**src/rtl/pps_sync_pkg.sv**
```systemverilog
// Shared types and helpers for the PPS sync controller: state encodings,
// half-millisecond period derivation and the PPS accept-window compare.
package pps_sync_pkg;

   typedef enum logic [2:0] {
      ST_IDLE     = 3'd0,
      ST_WAIT_PPS = 3'd1,
      ST_TRACK    = 3'd2,
      ST_LOCKED   = 3'd3,
      ST_HOLDOVER = 3'd4,
      ST_RESYNC   = 3'd5
   } state_e;

   function automatic int unsigned half_ms(input int unsigned freq);
      return freq / 32'd2000;
   endfunction

   function automatic logic in_window(input logic [31:0] cnt,
                                      input logic [31:0] freq,
                                      input logic [31:0] tol);
      return (cnt <= tol) || (cnt >= (freq - tol));
   endfunction

   // States in which the second/half-ms counters run and the frame-sync block is enabled.
   function automatic logic is_synced(input state_e s);
      return (s == ST_TRACK) || (s == ST_LOCKED) || (s == ST_HOLDOVER);
   endfunction

endpackage

```
**src/rtl/pps_sync_ctrl_edge_det.sv**
```systemverilog
// Rising-edge detector for the (already synchronous) 1PPS level.
module pps_sync_ctrl_edge_det (
   input  logic clk,
   input  logic rst_n,
   input  logic pps_in,
   output logic pps_rise
);

   logic pps_dly_q;
   logic pps_dly_d;

   // Next value of the delayed PPS sample.
   always_comb begin
      pps_dly_d = pps_in;
   end

   // Delayed PPS sample register.
   always_ff @(posedge clk or negedge rst_n) begin
      if (!rst_n) begin
         pps_dly_q <= 1'b0;
      end else begin
         pps_dly_q <= pps_dly_d;
      end
   end

   assign pps_rise = pps_in & ~pps_dly_q;

endmodule

```
**src/rtl/pps_sync_ctrl.sv**
```systemverilog
// PPS sync controller: acquires the 1PPS reference, qualifies later edges against a
// free-running one-second counter, tracks lock/holdover and drives the frame-sync block.
module pps_sync_ctrl
   import pps_sync_pkg::*;
#(
   parameter int unsigned FREQ     = 32'd30720000,
   parameter int unsigned PPS_TOL  = 32'd8,
   parameter int unsigned LOCK_CNT = 32'd3,
   parameter int unsigned LOSS_CNT = 32'd2
) (
   input  logic               clk,
   input  logic               rst_n,
   input  logic               enable,
   input  logic               pps_in,
   input  logic               force_resync,
   input  logic               irq_en,
   input  logic               err_clr,
   output logic               pps_start,
   output logic               sync_enable,
   output logic               irq_half_ms,
   output logic               locked,
   output logic [2:0]         state,
   output logic signed [31:0] pps_offset,
   output logic [15:0]        pps_err_cnt
);

   localparam int unsigned HALF_MS   = half_ms(FREQ);
   localparam int unsigned HALF_W    = (HALF_MS > 32'd1) ? $clog2(HALF_MS) : 32'd1;
   localparam logic [31:0] SEC_LAST  = 32'(FREQ - 32'd1);
   localparam logic [31:0] SEC_HALF  = 32'(FREQ / 32'd2);
   localparam logic [31:0] WIN_OPEN  = 32'(FREQ - PPS_TOL);
   localparam logic [31:0] WIN_CLOSE = 32'(PPS_TOL + 32'd1);
   localparam logic [HALF_W-1:0] HALF_LAST = HALF_W'(HALF_MS - 32'd1);
   localparam logic [HALF_W-1:0] HALF_ONE  = HALF_W'(32'd1);

   state_e             state_q, state_d;
   logic [31:0]        sec_cnt_q, sec_cnt_d;
   logic [HALF_W-1:0]  half_cnt_q, half_cnt_d;
   logic [7:0]         good_cnt_q, good_cnt_d;
   logic [7:0]         miss_cnt_q, miss_cnt_d;
   logic               edge_seen_q, edge_seen_d;
   logic               pps_start_q, pps_start_d;
   logic               sync_enable_q, sync_enable_d;
   logic               irq_q, irq_d;
   logic               locked_q, locked_d;
   logic signed [31:0] offset_q, offset_d;
   logic [15:0]        err_cnt_q, err_cnt_d;

   logic               pps_rise;
   logic               run_cnt;
   logic               in_win;
   logic               miss_now;
   logic               err_inc;
   logic signed [31:0] offset_now;

   pps_sync_ctrl_edge_det u_edge_det (
      .clk      (clk),
      .rst_n    (rst_n),
      .pps_in   (pps_in),
      .pps_rise (pps_rise)
   );

   assign run_cnt    = is_synced(state_q);
   assign in_win     = in_window(sec_cnt_q, 32'(FREQ), 32'(PPS_TOL));
   assign offset_now = (sec_cnt_q < SEC_HALF) ? $signed(sec_cnt_q) : $signed(sec_cnt_q - 32'(FREQ));
   // An edge landing on the window-close cycle is judged bad, so it suppresses the miss.
   assign miss_now   = run_cnt && (sec_cnt_q == WIN_CLOSE) && !edge_seen_q && !pps_rise;

   // Next-state, counter and output computation.
   always_comb begin
      state_d     = state_q;
      sec_cnt_d   = sec_cnt_q;
      half_cnt_d  = half_cnt_q;
      good_cnt_d  = good_cnt_q;
      miss_cnt_d  = miss_cnt_q;
      edge_seen_d = edge_seen_q;
      offset_d    = offset_q;
      pps_start_d = 1'b0;
      err_inc     = 1'b0;

      if (run_cnt) begin
         sec_cnt_d   = (sec_cnt_q == SEC_LAST) ? 32'd0 : sec_cnt_q + 32'd1;
         half_cnt_d  = (half_cnt_q == HALF_LAST) ? '0 : half_cnt_q + HALF_ONE;
         edge_seen_d = (sec_cnt_q == WIN_OPEN) ? 1'b0 : edge_seen_q;
      end else begin
         sec_cnt_d   = sec_cnt_q;
      end
      if (pps_rise) begin
         edge_seen_d = 1'b1;
      end else begin
         edge_seen_d = edge_seen_d;
      end

      if (!enable) begin
         state_d = ST_IDLE;
      end else if (force_resync && (state_q != ST_IDLE)) begin
         state_d = ST_RESYNC;
      end else begin
         case (state_q)
            ST_IDLE: begin
               state_d = ST_WAIT_PPS;
            end
            ST_WAIT_PPS: begin
               if (pps_rise) begin
                  state_d     = ST_TRACK;
                  pps_start_d = 1'b1;
                  sec_cnt_d   = 32'd1;
                  half_cnt_d  = HALF_ONE;
                  good_cnt_d  = 8'd1;
                  miss_cnt_d  = 8'd0;
               end else begin
                  state_d = ST_WAIT_PPS;
               end
            end
            ST_TRACK, ST_LOCKED, ST_HOLDOVER: begin
               if (pps_rise) begin
                  offset_d = offset_now;
                  if (in_win) begin
                     sec_cnt_d  = 32'd1;
                     half_cnt_d = HALF_ONE;
                     miss_cnt_d = 8'd0;
                     if (state_q == ST_HOLDOVER) begin
                        state_d    = ST_TRACK;
                        good_cnt_d = 8'd1;
                     end else if (state_q == ST_TRACK) begin
                        good_cnt_d = good_cnt_q + 8'd1;
                        state_d    = ((good_cnt_q + 8'd1) >= 8'(LOCK_CNT)) ? ST_LOCKED : ST_TRACK;
                     end else begin
                        state_d = ST_LOCKED;
                     end
                  end else begin
                     state_d = ST_RESYNC;
                     err_inc = 1'b1;
                  end
               end else if (miss_now && (state_q != ST_HOLDOVER)) begin
                  err_inc = 1'b1;
                  if (state_q == ST_TRACK) begin
                     state_d = ST_RESYNC;
                  end else begin
                     miss_cnt_d = miss_cnt_q + 8'd1;
                     state_d    = ((miss_cnt_q + 8'd1) >= 8'(LOSS_CNT)) ? ST_HOLDOVER : ST_LOCKED;
                  end
               end else begin
                  state_d = state_q;
               end
            end
            ST_RESYNC: begin
               if (pps_rise) begin
                  offset_d = offset_now;
               end else begin
                  offset_d = offset_q;
               end
               state_d = ST_WAIT_PPS;
            end
            default: begin
               state_d = ST_IDLE;
            end
         endcase
      end

      // Counters only hold meaningful values while synced; everywhere else they sit at zero.
      if (!is_synced(state_d)) begin
         sec_cnt_d   = 32'd0;
         half_cnt_d  = '0;
         good_cnt_d  = 8'd0;
         miss_cnt_d  = 8'd0;
         edge_seen_d = 1'b0;
      end else begin
         good_cnt_d  = good_cnt_d;
      end

      if (err_clr) begin
         err_cnt_d = 16'd0;
      end else if (err_inc && (err_cnt_q != 16'hFFFF)) begin
         err_cnt_d = err_cnt_q + 16'd1;
      end else begin
         err_cnt_d = err_cnt_q;
      end

      sync_enable_d = is_synced(state_d);
      locked_d      = (state_d == ST_LOCKED);
      irq_d         = irq_en && run_cnt && (half_cnt_q == HALF_LAST);
   end

   // State, counter and registered-output flops.
   always_ff @(posedge clk or negedge rst_n) begin
      if (!rst_n) begin
         state_q       <= ST_IDLE;
         sec_cnt_q     <= 32'd0;
         half_cnt_q    <= '0;
         good_cnt_q    <= 8'd0;
         miss_cnt_q    <= 8'd0;
         edge_seen_q   <= 1'b0;
         pps_start_q   <= 1'b0;
         sync_enable_q <= 1'b0;
         irq_q         <= 1'b0;
         locked_q      <= 1'b0;
         offset_q      <= 32'sd0;
         err_cnt_q     <= 16'd0;
      end else begin
         state_q       <= state_d;
         sec_cnt_q     <= sec_cnt_d;
         half_cnt_q    <= half_cnt_d;
         good_cnt_q    <= good_cnt_d;
         miss_cnt_q    <= miss_cnt_d;
         edge_seen_q   <= edge_seen_d;
         pps_start_q   <= pps_start_d;
         sync_enable_q <= sync_enable_d;
         irq_q         <= irq_d;
         locked_q      <= locked_d;
         offset_q      <= offset_d;
         err_cnt_q     <= err_cnt_d;
      end
   end

   assign pps_start   = pps_start_q;
   assign sync_enable = sync_enable_q;
   assign irq_half_ms = irq_q;
   assign locked      = locked_q;
   assign state       = state_q;
   assign pps_offset  = offset_q;
   assign pps_err_cnt = err_cnt_q;

endmodule
```
**config.mk**
```make
export PLATFORM = sky130hd
export DESIGN_NAME = pps_sync_ctrl
export DESIGN_NICKNAME = d
export VERILOG_FILES = /design/src/rtl/pps_sync_pkg.sv /design/src/rtl/pps_sync_ctrl_edge_det.sv /design/src/rtl/pps_sync_ctrl.sv
export SDC_FILE = /design/constraint.sdc
export NUM_CORES = 1
export LEC_CHECK = 0
export ABC_AREA = 1
export CORE_MARGIN = 5
export CORE_UTILIZATION = 57
export DETAILED_ROUTE_END_ITERATION = 7
export GPL_TIMING_DRIVEN = 1
export HOLD_SLACK_MARGIN = 0.03
export PLACE_DENSITY_LB_ADDON = 0.08
export SYNTH_ARGS = -nofsm -noshare
export SYNTH_HDL_FRONTEND = slang
export SYNTH_HIERARCHICAL = 1
export SYNTH_SLANG_ARGS = --single-unit
```
**constraint.sdc**
```tcl
create_clock -name clk -period 2.5 [get_ports clk]
set_input_delay 0.625 -clock clk [delete_from_list [all_inputs] [get_ports clk]]
set_output_delay 0.625 -clock clk [all_outputs]
set_load 0.02 [all_outputs]
```
==> run_results.csv, run 1 <==
group,metric,value,unit
drt,drt_iter0_markers,566,
synth,synth.distinct_cells,48,
synth,synthCells,946,
synth,synth_top_area_cell,"dfrtp_1",
power_and_ir_drop,power.total,0.00541,W
clock_network,cts-buffers-inserted,17,
die,rows,40,
flow_run,max_cap_viol_count,0,
global_route,grt_max_degree,58,
power_and_ir_drop,leakagePower,4.11,nW
placement,gp_congestion,0.944,
clock_network,htree_num_levels,4,
synth,synthTopCellsByArea,"dfrtp_1, nand2_1, nor2_1",
timing,slew_violations,0,
power_and_ir_drop,power.share.sequential,37.6,%
power_and_ir_drop,power_density,572,mW/mm²
global_route,grt-ovfl-total,0,
clock_network,path_clk_slew,0.06,ns
placement,place_area,0.00825,mm²
timing,min_period,2.45,ns
finish,fin_util,78.2,%
clock_network,cts_root_buffer,"clkbuf_16",
drt,vias,6677,
finish,nets,1097,
critical_path,path_class,"register to register",
die,coreArea,0.0121,mm²
clock_network,cts_tree,"yes",
die,start_util,58.8,%
timing,finalSetupTns,0,ns
timing,setup_violations,0,
die,ios,62,
power_and_ir_drop,clkPwrFrac,50.0,%
synth,synth.avg_cell_area,7.53,µm²
drt,drt-total-wl,18800,µm
critical_path,crit_arrival,2.77,ns
drt,drt-vias-per-instance,5.32,
die,dieHeight,122,µm
die,dieWidth,122,µm
global_route,grt_pass1_vias,6311,
timing,whs,0.166,ns
synth,syn-cell-area,0.00712,mm²
critical_path,crit_path_max_fanout,7,
timing,fmax,408,MHz
power_and_ir_drop,p_sw_share,24.7,%
placement,hpwl,12500,µm
status,status,"complete, no violations",
finish,fillCellCount,922,
power_and_ir_drop,combinationalPowerShare,12.4,%
synth,synth.yosys.warnings,6,
critical_path,cp-end-kind,"register",
synth,ys_seq_elements,119,
timing,worstMarginPinSlew,0.496,ns
timing,fin_crit_sh,98.0,%
placement,io_buffers,61,
synth,syn_nets,968,
timing,skew,0.00725,ns
synth,synthFlopType,"dfrtp_1",
synth,synth_top_area_share,41.8,%
critical_path,startpoint_type,"register",
clock_network,insertion_delay,0.42,ns
power_and_ir_drop,irDropWorstVdd,0.415,mV
drt,firstDrtPassIters,6,
global_route,grt_pass1_wl,29400,µm
finish,antenna_cells,0,
power_and_ir_drop,switchingPower,0.00134,W
drt,wl_per_cell,14.9,µm
min_path,hp-class,"input port to async pin",
global_route,antenna_found_initial,0,
synth,synth-edff-count,0,
timing,hold_viol_final,0,
critical_path,required,2.81,ns
drt,ant_nets,0,
power_and_ir_drop,power.internal,0.00407,W
timing,relSlewSlack,67.0,%
critical_path,rr_worst_depth,11,
synth,async_flop_share,100,%
finish,drive_above_1_share,23.1,%
die,die_area,0.0148,mm²
clock_network,cts.sinks,119,
timing,rsz0062_at_grt,"yes",
drt,drc,0,
finish,mostFrequentLayoutCells,"nand2_1, dfrtp_1, nor2_1",
finish,syn2layout_area_growth,33.0,%
finish,layout_commonest_cell,"nand2_1",
global_route,track_usage,24.7,%
synth,seq_area_frac_synth,41.8,%
clock_network,clockBufferDepth,2,
finish,stdcell_area,0.00947,mm²
[cells in the mapped netlist, drive strengths merged (11+ instances only)]
cell    count
inv       113
nor2      155
nand2     225
dfrtp     119
o21ai      59
xor2       51
nor3       28
nand4      24
buf        16
clkbuf     11
a21oi      28
nand3      62
ha         15
[routing by layer]
layer	part of all wire (%)	global-route usage (%)	vias up
met1	44	32.9	3143
met5	0	0	-
met4	2.0	9.87	0
met2	49	39.8	212
li1	-	-	3293
met3	4.9	4.87	29
[critical path, stage by stage, from the launching register on]
cell and delay, ns:
dfrtp_2 0.46, nor2_4 0.20, nand2_2 0.10, nand2_4 0.14, nand2_1 0.12, nor2_1 0.23
nand2_1 0.15, nor3_2 0.22, nand4_1 0.19, nor4_1 0.30, xor2_1 0.18, nor2_1 0.06
[registers in the layout, indices dropped and copies added (netlist names)]
register / cells
miss_cnt_q: 8
irq_half_ms: 1
half_cnt_q: 14
sync_enable: 1
pps_err_cnt: 16
pps_start: 1
sec_cnt_q: 32
pps_offset: 32
good_cnt_q: 8
edge_seen_q: 1
state: 3
locked: 1
u_edge_det/pps_dly_q: 1
[metrics by stage]
step                setup slack (ns)  instances
floorplan                     0.0677        946
global placement              -0.278       1202
detailed placement            -0.356       1202
CTS                          0.00734       1234
global route                  -0.102       1256
finish                        0.0488       1256
[power groups by stage]
stage,clock (W),sequential [W],combinational [W]
after floorplan,0,0.00214,0.000233
after global placement,0,0.00206,0.000608
after detailed placement,0,0.00206,0.000611
after CTS,0.00272,0.00203,0.000617
after global routing,0.00283,0.00204,0.000727
final,0.00271,0.00203,0.000672
[cell type report]
class                      instances  area, µm²  share of cell area [%]
clock buffer                      19        453                    4.79
clock inverter                    13        201                    2.13
inverter                         114        433                    4.57
multi-input combinational        686       3870                    40.9
sequential                       119       3000                    31.6
tap                              168        210                    2.22
timing repair buffer             137       1300                    13.7
[cells by family (layout without fill, tap and decap cells)]
group | count (synthesis) | in the layout | synth area share (%)
fa+ha+maj | 15 | 15 | 2.64
flops | 119 | 119 | 41.8
buf+inv | 141 | 283 | 8.03
simple gates | 510 | 510 | 32.2
mux | 1 | 1 | 0.141
compound gates | 106 | 106 | 8.51
xor+xnor | 54 | 54 | 6.64
[worst paths after layout]
kind	to	slack (ns)	startpoint
setup / recovery	sec_cnt_q[31]	0.05	state[1]
max in group asynchronous	sec_cnt_q[29]	1.69	rst_n
hold / removal	pps_offset[16]	0.17	rst_n
hold reg to reg	pps_offset[19]	0.47	pps_offset[19]
min in group clk	u_edge_det/pps_dly_q	0.34	pps_in
setup reg to reg	sec_cnt_q[31]	0.05	state[1]
[timing repair]
action | in CTS | in global routing
pin swaps | 0 | 28
cloned | 0 | 3
hold endpoints to repair | 0 | 0
setup endpoints to repair | 40 | 79
hold buffers | 0 | 0
setup buffers | 0 | 20
gates resized for setup | 4 | 105
Note: power is estimated with default switching activity, not from simulation.
==> run 2, diff against run 1 <==
--- a/config.mk
+++ b/config.mk
@@ -6,7 +6,6 @@
 export NUM_CORES = 1
 export LEC_CHECK = 0
 export ABC_AREA = 1
-export CORE_MARGIN = 5
 export CORE_UTILIZATION = 57
 export DETAILED_ROUTE_END_ITERATION = 7
 export GPL_TIMING_DRIVEN = 1
==> run 2 against run 1 <==
Sequential share of layout area about the same; die area shrank 13%; clock power down 13%; largest power group unchanged.
==> run_results.csv, run 2 (synthesis gave the netlist of run 1 again) <==
group,metric,value,unit
drt,drt-vias-per-instance,5.40,
timing,finalSetupTns,0,ns
power_and_ir_drop,irDropWorstVdd,0.496,mV
finish,nets,1108,
timing,timing.final.ws_setup,0.0158,ns
finish,antenna_cells,0,
critical_path,crit_arrival,2.79,ns
timing,worstMarginPinSlew,0.534,ns
global_route,grt_pass1_wl,28700,µm
critical_path,path_class,"register to register",
power_and_ir_drop,leakagePower,4.12,nW
global_route,grt_max_degree,58,
global_route,grt-ovfl-total,0,
critical_path,cp-end-kind,"register",
die,start_util,58.8,%
drt,wl_per_cell,14.7,µm
finish,layout_commonest_cell,"nand2_1",
clock_network,path_clk_slew,0.05,ns
timing,setup_violations,0,
placement,io_buffers,61,
die,coreArea,0.0121,mm²
timing,skew,0.00617,ns
timing,fin_crit_sh,99.4,%
placement,gp_congestion,0.899,
placement,hpwl,12100,µm
drt,top_layer,"met4",
placement,dp_slack,-0.376,ns
die,die_area,0.0129,mm²
clock_network,cts-buffers-inserted,17,
drt,routed-wl-met3,881,µm
global_route,antenna_found_initial,0,
finish,syn2layout_area_growth,32.9,%
critical_path,cp_slowest_cell,"dfrtp_2",
timing,rsz0062_at_grt,"yes",
timing,min_period,2.48,ns
clock_network,ctsHoldBuffers,0,
clock_network,cts_root_buffer,"clkbuf_16",
timing,slew_violations,0,
timing,relSlewSlack,64.4,%
status,status,"complete, no violations",
clock_network,insertion_delay,0.42,ns
drt,drt-total-wl,18500,µm
timing,fmax,403,MHz
power_and_ir_drop,power_density,537,mW/mm²
die,dieHeight,114,µm
clock_network,cts_tree,"yes",
global_route,grt_pass1_vias,6198,
critical_path,startpoint_type,"register",
finish,drive_above_1_share,23.4,%
die,dieWidth,114,µm
critical_path,crit_top_cell,"nor2_2",
drt,drc,0,
die,ios,62,
clock_network,cts.sinks,119,
clock_network,clockBufferDepth,2,
flow_run,max_cap_viol_count,0,
drt,routed-wl-met2,9110,µm
drt,vias,6834,
global_route,track_usage,28.2,%
die,rows,40,
drt,ant_nets,0,
critical_path,required,2.81,ns
critical_path,crit_path_max_fanout,7,
critical_path,path_cells,"buf_4 -> nor2_2 -> nand4_1 -> nor2_2 -> nand2_1 -> nand2_1 -> inv_2 -> nand2_4 -> o21bai_4 -> or2_2 -> o21ai_0 -> inv_1 -> nand2_8 -> clkbuf_16 -> nor2_2",
drt,drt_iter0_markers,497,
finish,mostFrequentLayoutCells,"nand2_1, dfrtp_1, nor2_1",
drt,firstDrtPassIters,5,
min_path,hp-class,"input port to async pin",
drt,wl_met1,8090,µm
critical_path,max_stage_delay,0.44,ns
timing,hold_viol_final,0,
clock_network,htree_num_levels,4,
[run 2: cell types whose count changed in the layout (fill, tap and decap cells not counted), moves of 5 or more]
cell / delta
buf_4: +14
clkbuf_8: +5
nand2_2: -5
nor2_1: -10
nor2_2: +11
[run 2: final timing paths]
path	from	end	slack, ns	cells past startpoint
worst max-delay path	sec_cnt_q[25]	sec_cnt_q[3]	0.02	15
min in group clk	pps_in	u_edge_det/pps_dly_q	0.36	1
max in group asynchronous	rst_n	sec_cnt_q[27]	1.69	2
worst max register to register	sec_cnt_q[25]	sec_cnt_q[3]	0.02	15
worst min register to register	pps_offset[19]	pps_offset[19]	0.47	2
worst min-delay path	rst_n	pps_offset[14]	0.17	1
[run 2: repair_timing]
action,in CTS,in global routing
setup endpoints to repair,3,77
gates cloned,0,3
pin swaps,0,32
gates resized for setup,2,107
setup buffers,0,27
[run 2: layout make-up]
type	instances	area, µm²
multi-input cells	686	3900
flip-flops and latches	119	2990
fillers	877	2650
repair buffers	148	1360
clock buffers	28	537
inverters	114	433
well taps	168	210
clock inverters	2	35.0
[run 2: metal layers]
metal	track usage (%)	up-vias
li1	-	3320
met1	36.8	3254
met2	46.8	217
met3	5.31	43
met4	10.8	0
met5	0	-
[run 2: power breakdown]
group	switching, W	internal [W]	leakage, nW
sequential	0.0000376	0.00199	1.63
combinational	0.000408	0.000287	2.21
clock	0.000818	0.00154	0.283
total	0.00126	0.00382	4.12
[run 2: per-stage QoR]
| stage | hold slack, ns | area, µm² | std cells | util [%] | total power (W) |
|---|---|---|---|---|---|
| after floorplan | 0.329 | 7120 | 946 | - | 0.00237 |
| after global placement | 0.461 | 8270 | 1205 | 68.3 | 0.00267 |
| after detailed placement | 0.465 | 8270 | 1205 | 68.3 | 0.00267 |
| after CTS | 0.186 | 8840 | 1235 | 73.0 | 0.00502 |
| after global routing | 0.211 | 9460 | 1265 | 78.1 | 0.00525 |
| final | 0.173 | 9460 | 1265 | 78.1 | 0.00508 |
[run 2: worst max-delay path: cells and delay by family, from the launching register on]
family,cells,cell delay (ns)
simple gates,9,1.23
flops,1,0.44
buf+inv,4,0.52
compound gates,2,0.18
==> run 3, diff against run 2 <==
--- a/config.mk
+++ b/config.mk
@@ -6,7 +6,9 @@
 export NUM_CORES = 1
 export LEC_CHECK = 0
 export ABC_AREA = 1
-export CORE_UTILIZATION = 57
+export CELL_PAD_IN_SITES_DETAIL_PLACEMENT = 1
+export CELL_PAD_IN_SITES_GLOBAL_PLACEMENT = 2
+export CORE_UTILIZATION = 34
 export DETAILED_ROUTE_END_ITERATION = 7
 export GPL_TIMING_DRIVEN = 1
 export HOLD_SLACK_MARGIN = 0.03
==> run 3 against run 2 <==
The run now ends with setup timing left; register-to-register slack worse by 0.02 ns; count of clock-buffer cells in the layout down 8; sequential cell count unchanged.
==> run_results.csv, run 3 (synthesis gave the netlist of run 1 again) <==
group,metric,value,unit
drt,ant_nets,0,
timing,worstMarginPinSlew,0.471,ns
global_route,grt_pass1_vias,6837,
timing,min_period,2.50,ns
power_and_ir_drop,power_density,561,mW/mm²
drt,drt_iter0_markers,207,
drt,drt-vias-per-instance,4.79,
global_route,grt_max_degree,40,
die,start_util,35.0,%
die,dieHeight,147,µm
critical_path,path_class,"register to register",
clock_network,cts_tree,"yes",
finish,layout_commonest_cell,"nand2_1",
die,ios,62,
global_route,track_usage,20.3,%
min_path,hp-class,"input port to async pin",
critical_path,crit_path_end,"sec_cnt_q[5]",
clock_network,insertion_delay,0.43,ns
clock_network,cts.sinks,119,
critical_path,worstReg2RegEnd,"sec_cnt_q[5]",
critical_path,cp_slowest_cell,"dfrtp_1",
critical_path,path_cells,"nor2_1 -> nand3_4 -> nor2_4 -> nand3_4 -> nor2_4 -> nand2_1 -> nor2_1 -> nor2_1 -> nand3_2 -> nand2_1 -> a21oi_2 -> nand2_2 -> nand2_4 -> nand2_8 -> clkbuf_16 -> nor2_4",
finish,instances_no_fill,1394,
clock_network,path_clk_slew,0.06,ns
clock_network,ctsHoldBuffers,0,
critical_path,cp.depth,16,
die,die_area,0.0215,mm²
global_route,antenna_found_initial,0,
clock_network,htree_num_levels,4,
timing,finalSetupTns,-0.00455,ns
finish,antenna_cells,0,
timing,relSlewSlack,68.6,%
drt,drc,0,
timing,fin_crit_sh,100,%
critical_path,r2r_setup_slack,-0.005,ns
finish,stdcell_area,0.00992,mm²
status,status,"complete, but fails checks",
placement,gp_congestion,0.851,
clock_network,clockBufferDepth,2,
drt,vias,6680,
timing,fmax,399,MHz
placement,hpwl,15400,µm
timing,timing.final.ws_setup,-0.00455,ns
power_and_ir_drop,irDropWorstVdd,0.452,mV
critical_path,startpoint_type,"register",
timing,rsz0062_at_grt,"yes",
finish,mostFrequentLayoutCells,"nand2_1, dfrtp_1, nor2_1",
critical_path,cp-end-kind,"register",
critical_path,crit_path_start,"sec_cnt_q[22]",
status,violations,"setup timing",
global_route,grt_pass1_wl,34800,µm
finish,drive_above_1_share,24.8,%
timing,slew_violations,0,
critical_path,crit_path_max_fanout,7,
clock_network,cts-buffers-inserted,17,
critical_path,rr_worst_depth,16,
finish,nets,1133,
drt,drt-total-wl,21600,µm
critical_path,cpLargestDelayFamily,"simple AND/OR/NAND/NOR gates",
placement,placed_cells,1338,
placement,dp_slack,-0.440,ns
flow_run,max_cap_viol_count,0,
timing,skew,0.0124,ns
drt,firstDrtPassIters,4,
placement,place_area,0.00863,mm²
die,dieWidth,147,µm
drt,wl_per_cell,15.5,µm
die,coreArea,0.0204,mm²
finish,syn2layout_area_growth,39.3,%
timing,setup_violations,1,
global_route,grt-ovfl-total,0,
die,rows,52,
placement,io_buffers,61,
power_and_ir_drop,leakagePower,4.29,nW
critical_path,required,2.86,ns
critical_path,crit_arrival,2.86,ns
critical_path,critPathBufInv,1,
timing,hold_viol_final,0,
critical_path,max_stage_delay,0.46,ns
finish,fillCellCount,2467,
critical_path,regToRegStartpoint,"sec_cnt_q[22]",
clock_network,cts_root_buffer,"clkbuf_16",
[run 3: what timing repair did]
| item | 4_1_cts | 5_1_grt |
|---|---|---|
| pin swaps | 0 | 37 |
| setup buffers | 0 | 22 |
| gates cloned | 0 | 3 |
| setup endpoints to repair | 16 | 80 |
| gates resized for setup | 6 | 102 |
[run 3: power breakdown]
part | leakage (nW) | internal [W] | switching [W]
clock network | 0.326 | 0.00192 | 0.000914
registers | 1.63 | 0.00199 | 0.0000374
logic | 2.34 | 0.000288 | 0.000415
total | 4.29 | 0.00420 | 0.00137
[run 3: worst min-delay path by stage]
stage / start / endpoint
floorplan: rst_n / edge_seen_q
global placement: pps_offset[18] / pps_offset[18]
detailed placement: pps_offset[18] / pps_offset[18]
CTS: rst_n / pps_offset[16]
global route: rst_n / pps_offset[16]
finish: rst_n / pps_offset[16]
[run 3: cell type report]
| cell class | instances | area [µm²] | area share (%) |
|---|---|---|---|
| Clock buffer | 20 | 457 | 4.60 |
| Clock inverter | 12 | 223 | 2.25 |
| Inverter | 114 | 433 | 4.36 |
| Multi-Input combinational cell | 686 | 3920 | 39.5 |
| Sequential cell | 119 | 2990 | 30.1 |
| Tap cell | 270 | 338 | 3.41 |
| Timing Repair Buffer | 173 | 1560 | 15.7 |
[run 3: metal layers]
| layer | part of all wire [%] | vias to the layer above | wire, µm | track usage (%) |
|---|---|---|---|---|
| li1 | - | 3363 | - | - |
| met1 | 46 | 3205 | 9970 | 26.4 |
| met2 | 49 | 85 | 10700 | 34.4 |
| met3 | 2.7 | 27 | 581 | 3.57 |
| met4 | 1.7 | 0 | 375 | 5.94 |
| met5 | 0 | - | 0 | 0 |
[run 3: through the flow]
stage	total power [W]	utilization, %	hold WS, ns
after floorplan	0.00237	-	0.329
after global placement	0.00270	42.4	0.461
after detailed placement	0.00270	42.4	0.466
after CTS	0.00558	45.8	0.143
after global routing	0.00578	48.7	0.155
final	0.00556	48.7	0.142
